File: src/rtl/key_cmd_pkg.sv
// Shared types and helpers for the keyboard command encoder.
// Commands are {1'b1, key index}; all-zero means "no command".
package key_cmd_pkg;

    localparam int MAX_KEYS  = 32;
    localparam int MAX_CMD_W = 6;

    localparam logic [MAX_CMD_W-1:0] CMD_NONE = '0;

    typedef enum logic [1:0] {
        IDLE,
        DELAY,
        REPEAT,
        HOLD
    } rep_state_e;

    // idx_w is the width of the key index; the marker bit sits just above it
    function automatic logic [MAX_CMD_W-1:0] encode_cmd(input int unsigned index,
                                                        input int unsigned idx_w);
        return MAX_CMD_W'(index) | (MAX_CMD_W'(1) << idx_w);
    endfunction

    // Lowest set bit wins; returns 0 for an all-zero vector (caller checks |v)
    function automatic logic [4:0] find_lowest(input logic [MAX_KEYS-1:0] v);
        logic [4:0] idx;
        idx = '0;
        for (int i = MAX_KEYS - 1; i >= 0; i--)
            if (v[i]) idx = 5'(i);
        return idx;
    endfunction

endpackage

File: src/rtl/cmd_fifo.sv
// Synchronous command FIFO; a push into a full FIFO is still accepted when a
// pop happens in the same cycle, otherwise it is dropped and flagged stickily.
module cmd_fifo #(
    parameter int WIDTH = 3,
    parameter int DEPTH = 4
) (
    input  logic             clk,
    input  logic             rst,
    input  logic             push,
    input  logic [WIDTH-1:0] push_data,
    input  logic             pop,
    output logic [WIDTH-1:0] head,
    output logic             valid,
    output logic             full,
    output logic             overflow
);
    localparam int AW = $clog2(DEPTH);

    logic [WIDTH-1:0] mem [DEPTH];
    logic [AW:0]      wr_ptr, rd_ptr;
    logic             empty, do_push, do_pop;

    assign empty   = (wr_ptr == rd_ptr);
    assign full    = (wr_ptr[AW] != rd_ptr[AW]) && (wr_ptr[AW-1:0] == rd_ptr[AW-1:0]);
    assign do_pop  = pop && !empty;
    assign do_push = push && (!full || do_pop);
    assign valid   = !empty;
    assign head    = empty ? '0 : mem[rd_ptr[AW-1:0]];

    always_ff @(posedge clk) begin
        if (rst) begin
            wr_ptr   <= '0;
            rd_ptr   <= '0;
            overflow <= 1'b0;
        end else begin
            if (do_push)         wr_ptr   <= wr_ptr + (AW+1)'(1);
            if (do_pop)          rd_ptr   <= rd_ptr + (AW+1)'(1);
            if (push && !do_push) overflow <= 1'b1;
        end
    end

    always_ff @(posedge clk) begin
        if (!rst && do_push) mem[wr_ptr[AW-1:0]] <= push_data;
    end

endmodule

File: src/rtl/key_repeat_encoder.sv
// Priority-encodes held keys into game commands with press detection and
// per-key auto-repeat, queued toward game control through a small FIFO.
module key_repeat_encoder
    import key_cmd_pkg::*;
#(
    parameter int                  NUM_KEYS      = 4,
    parameter logic [NUM_KEYS-1:0] REPEAT_MASK   = '1,
    parameter int                  REPEAT_DELAY  = 10,
    parameter int                  REPEAT_PERIOD = 4,
    parameter int                  DEPTH         = 4,
    parameter int                  RESET_KEY     = 0,
    localparam int                 KEY_W         = $clog2(NUM_KEYS),
    localparam int                 CMD_W         = 1 + KEY_W
) (
    input  logic                clk,
    input  logic                rst,
    input  logic [NUM_KEYS-1:0] key_level,
    output logic [CMD_W-1:0]    cmd_data,
    output logic                cmd_valid,
    input  logic                cmd_ready,
    output logic                overflow,
    output logic                rst_req
);
    localparam int CNT_MAX = (REPEAT_DELAY > REPEAT_PERIOD) ? REPEAT_DELAY : REPEAT_PERIOD;
    localparam int CNT_W   = (CNT_MAX > 1) ? $clog2(CNT_MAX) : 1;
    localparam logic [CNT_W-1:0] DELAY_LOAD  = CNT_W'(REPEAT_DELAY - 1);
    localparam logic [CNT_W-1:0] PERIOD_LOAD = CNT_W'(REPEAT_PERIOD - 1);

    logic [NUM_KEYS-1:0] key_q, key_prev, press;
    logic [KEY_W-1:0]    active, cur_key;
    logic [CNT_W-1:0]    cnt;
    logic                any_key, timer_fire, push, fifo_full;
    logic [CMD_W-1:0]    push_cmd;
    rep_state_e          state;

    assign press    = key_q & ~key_prev;
    assign any_key  = |key_q;
    assign active   = KEY_W'(find_lowest(MAX_KEYS'(key_q)));
    assign push_cmd = CMD_W'(encode_cmd(int'(active), KEY_W));

    // Timers only fire while still tracking the same key; a change of
    // active key retargets silently instead.
    assign timer_fire = (state == DELAY || state == REPEAT) && (cnt == '0) && (active == cur_key);
    assign push       = any_key && (press[active] || timer_fire);

    always_ff @(posedge clk) begin
        if (rst) begin
            key_q    <= '0;
            key_prev <= '0;
            rst_req  <= 1'b0;
            state    <= IDLE;
            cnt      <= '0;
            cur_key  <= '0;
        end else begin
            key_q    <= key_level;
            key_prev <= key_q;
            rst_req  <= key_level[RESET_KEY];
            if (!any_key) begin
                state <= IDLE;
            end else if (press[active] || state == IDLE || active != cur_key) begin
                cur_key <= active;
                if (REPEAT_MASK[active]) begin
                    state <= DELAY;
                    cnt   <= DELAY_LOAD;
                end else begin
                    state <= HOLD;
                end
            end else begin
                case (state)
                    DELAY: begin
                        if (cnt == '0) begin
                            state <= REPEAT;
                            cnt   <= PERIOD_LOAD;
                        end else begin
                            cnt <= cnt - 1'b1;
                        end
                    end
                    REPEAT: cnt <= (cnt == '0) ? PERIOD_LOAD : cnt - 1'b1;
                    default: ;
                endcase
            end
        end
    end

    cmd_fifo #(
        .WIDTH (CMD_W),
        .DEPTH (DEPTH)
    ) u_fifo (
        .clk       (clk),
        .rst       (rst),
        .push      (push),
        .push_data (push_cmd),
        .pop       (cmd_ready),
        .head      (cmd_data),
        .valid     (cmd_valid),
        .full      (fifo_full),
        .overflow  (overflow)
    );

endmodule

File: config.mk
export PLATFORM = sky130hd
export DESIGN_NAME = key_repeat_encoder
export DESIGN_NICKNAME = d
export VERILOG_FILES = /design/src/rtl/key_cmd_pkg.sv /design/src/rtl/cmd_fifo.sv /design/src/rtl/key_repeat_encoder.sv
export SDC_FILE = /design/constraint.sdc
export NUM_CORES = 1
export LEC_CHECK = 0
export CORE_MARGIN = 10
export CORE_UTILIZATION = 40
export CTS_CLUSTER_SIZE = 28
export DETAILED_ROUTE_END_ITERATION = 16
export GPL_TIMING_DRIVEN = 0
export PLACE_DENSITY_LB_ADDON = 0.25
export SKIP_CTS_REPAIR_TIMING = 1
export SLEW_MARGIN = 20
export SYNTH_ARGS = -nofsm -noshare
export SYNTH_HDL_FRONTEND = slang
export SYNTH_SLANG_ARGS = --single-unit
File: constraint.sdc
create_clock -name clk -period 1.91 [get_ports clk]
set_input_delay 0.4775 -clock clk [delete_from_list [all_inputs] [get_ports clk]]
set_output_delay 0.4775 -clock clk [all_outputs]
set_load 0.03 [all_outputs]
==> impl_metrics.json <==
{
  "hold_violations": 0,
  "synth_top_cell_by_area": "dfxtp_1",
  "crit_chain": "mux4_2 -> and2_4 -> buf_6",
  "skew_ns": 0.00438,
  "power.leakage_nw": 0.789,
  "ys_types": 51,
  "cp_num_buf_inv": 1,
  "synth-edff-count": 8,
  "die_x_um": 84.0,
  "antennaDiodeCount": 0,
  "rsz0062_at_grt": "true",
  "synth_area_mm2": 0.00164,
  "clk-insertion-delay-late_ns": 0.28,
  "critical_path.slowest_cell": "mux4_2",
  "initial_core_util": 0.412,
  "antenna_found_initial": 0,
  "worstHoldStart": "u_fifo.overflow",
  "drv_cap": 0,
  "root_buffer": "clkbuf_8",
  "synth_top_area_frac": 0.306,
  "worstHoldPathType": "reg -> reg",
  "drv_slew": 0,
  "async_flop_share": 0,
  "power.density_mw_per_mm2": 962,
  "via_per_inst": 5.23,
  "synth-simple-area-share": 0.217,
  "ios": 13,
  "finalSetupViolCount": 0,
  "post-route-period-util": 0.997,
  "rows": 23,
  "grt_overflow": 0,
  "place_hpwl_mm": 2.50,
  "dieArea_mm2": 0.00705,
  "peakVddDrop_v": 0.000476,
  "drt_iter0_markers": 58,
  "whs_endpoint": "u_fifo.overflow",
  "final_net_count": 200,
  "synth-seq-cells": 33,
  "clock_sinks": 33,
  "synth_compound_area_frac": 0.135,
  "relSlewSlack": 0.386,
  "fmax_mhz": 525,
  "synth_fa_ha_area_frac": 0.0688,
  "synth-xor-area-share": 0.0268,
  "grt_max_degree": 11,
  "cts_buffers": 5,
  "critPathMaxStageDelay_ns": 0.49,
  "drt_drc_violations_left": 0,
  "ys.flop_type": "dfxtp_1",
  "yosys_warnings": 0,
  "cts.clk_slew.worst_paths_ns": 0.07,
  "worstPathRequired_ns": 1.43,
  "drive_gt1_frac": 0.357,
  "syn-mean-instance-area_um2": 10.4,
  "fill_cells": 355,
  "r2r_end": "u_fifo.mem[1][1]",
  "core_area_mm2": 0.00397,
  "track_usage": 0.0977,
  "routedWlPerCell_um": 15.1,
  "syn_nets": 173,
  "crit_family": "multiplexers",
  "die_h_um": 84.0,
  "first_global_vias": 1180,
  "cts_buffer_depth": 2,
  "synth_common_cells": "dfxtp_1, nor2_1, inv_1, nand2_1, ha_1",
  "final_util": 0.528,
  "antenna_left": 0,
  "worst_slew_pin_slew_ns": 0.913,
  "finalCriticalPeriod_ns": 1.90,
  "rr_worst_depth": 7,
  "power_mw": 2.02,
  "port_buffers": 12,
  "synthCells": 157,
  "tritoncts": "done",
  "hold_depth": 2,
  "synth_top_family_by_area": "simple AND/OR/NAND/NOR gates",
  "start_kind": "register",
  "status": "complete, no violations",
  "drt-pass1-iter-count": 5,
  "final.setup.tns_ns": 0,
  "grt_pass1_wl_mm": 5.58,
  "area_delta_synth_final_pct": 28.2,
  "endpoint_kind": "output pin",
  "wirelength_mm": 3.55,
  "via_count": 1230,
  "htree_levels": 2,
  "crit_type": "reg -> out",
  "regToRegStartpoint": "cnt[0]",
  "cp.depth": 3,
  "synth.area.top_cells": "dfxtp_1, edfxtp_1, ha_1",
  "routabilityCongestion": 0.786,
  "cp_max_fo": 2,
  "r2r_slack_ns": 0.02,
  "yosys-mux-area-fraction": 0.0558,
  "ys_seq_area_frac": 0.453,
  "yosysMostFrequentCell": "dfxtp_1",
  "arrival_ns": 1.43
}
where the power goes:
part	switching [mW]	internal, mW
registers	0.0606	0.781
clock network	0.243	0.252
logic	0.341	0.341
total	0.645	1.37
worst max path at each step:
stage | startpoint | end | slack [ns]
2_1_floorplan | cnt[0] | u_fifo.mem[3][0] | 0.01
3_3_place_gp | cnt[0] | u_fifo.mem[0][1] | -0.27
3_5_place_dp | cnt[0] | u_fifo.mem[1][1] | -0.28
4_1_cts | u_fifo.wr_ptr[2] | cmd_data[0] | -0.56
5_1_grt | u_fifo.wr_ptr[2] | cmd_data[0] | -0.07
6_report | register | cmd_data[0] | 0.006
state kept, by name (all words and copies together), names as in the netlist, named ones only:
register / cells
u_fifo.mem: 8
key_prev: 4
u_fifo.overflow: 1
key_q: 4
state: 2
u_fifo.wr_ptr: 3
u_fifo.rd_ptr: 3
cnt: 4
cur_key: 2
cell families (layout without fill, tap and decap cells):
logic type,after synthesis,in the layout
AND/OR/NAND/NOR,61,61
flip-flops,33,33
AO/OA/AOI/OAI,27,27
buffers and inverters,16,44
adder cells (fa/ha/maj),9,9
multiplexers,6,6
XOR/XNOR,5,5
layout make-up:
| cell class | instances | area, um^2 | area share |
|---|---|---|---|
| Multi-Input combinational cell | 108 | 933 | 0.445 |
| Clock inverter | 2 | 10.0 | 0.00477 |
| Timing Repair Buffer | 20 | 189 | 0.0900 |
| Inverter | 11 | 41.3 | 0.0197 |
| Tap cell | 50 | 62.6 | 0.0298 |
| Clock buffer | 6 | 72.6 | 0.0346 |
| Sequential cell | 33 | 756 | 0.360 |
| Buffer | 5 | 33.8 | 0.0161 |
worst register-to-register path, stage by stage (launching register included):
cell and delay [ns]:
dfxtp_2 0.33, inv_2 0.08, ha_4 0.13, nor3b_4 0.27, nand3b_1 0.17, o22ai_4 0.21, o21a_4 0.21, and3_4 0.20
routing by layer:
metal | wire, um | share of wire | global-route usage
met5 | 0 | 0 | 0
met4 | 61 | 0.017 | 0.0609
met3 | 99 | 0.028 | 0.0293
met2 | 1900 | 0.53 | 0.173
met1 | 1490 | 0.42 | 0.0972
through the flow:
stage / hold WS [ns] / std cells / worst slack, ns / instance area (um^2)
final: 0.449 / 235 / 0.00608 / 2100
after global routing: 0.484 / 235 / -0.0709 / 2100
after CTS: 0.457 / 227 / -0.555 / 1900
after detailed placement: 0.448 / 219 / -0.285 / 1820
after global placement: 0.443 / 219 / -0.272 / 1820
after floorplan: 0.455 / 157 / 0.0103 / 1640
cells in the final DEF, fill, tap and decap left out, types with 2 or more instances in the layout:
cell | Yosys | routed
ha_4 | 0 | 2
buf_4 | 1 | 8
a21oi_1 | 6 | 5
o21ai_0 | 3 | 2
edfxtp_1 | 8 | 8
nor2b_1 | 7 | 7
dfxtp_2 | 0 | 12
and3b_2 | 2 | 2
nor2_1 | 14 | 14
and2_1 | 4 | 2
dfxtp_1 | 25 | 13
and2_4 | 0 | 2
inv_2 | 0 | 2
nand2_1 | 10 | 9
mux4_2 | 2 | 2
clkbuf_8 | 0 | 5
a31oi_1 | 3 | 3
nor3_1 | 4 | 4
clkbuf_1 | 2 | 3
nand3b_1 | 2 | 2
nand3_1 | 4 | 4
xnor2_2 | 0 | 2
buf_6 | 1 | 6
ha_1 | 9 | 7
and3_4 | 0 | 4
xor2_1 | 3 | 3
mux2_4 | 1 | 2
mux2i_1 | 2 | 2
clkinv_2 | 0 | 2
inv_1 | 11 | 9
clkdlybuf4s50_1 | 0 | 8
Note: power is estimated with default switching activity, not from simulation.
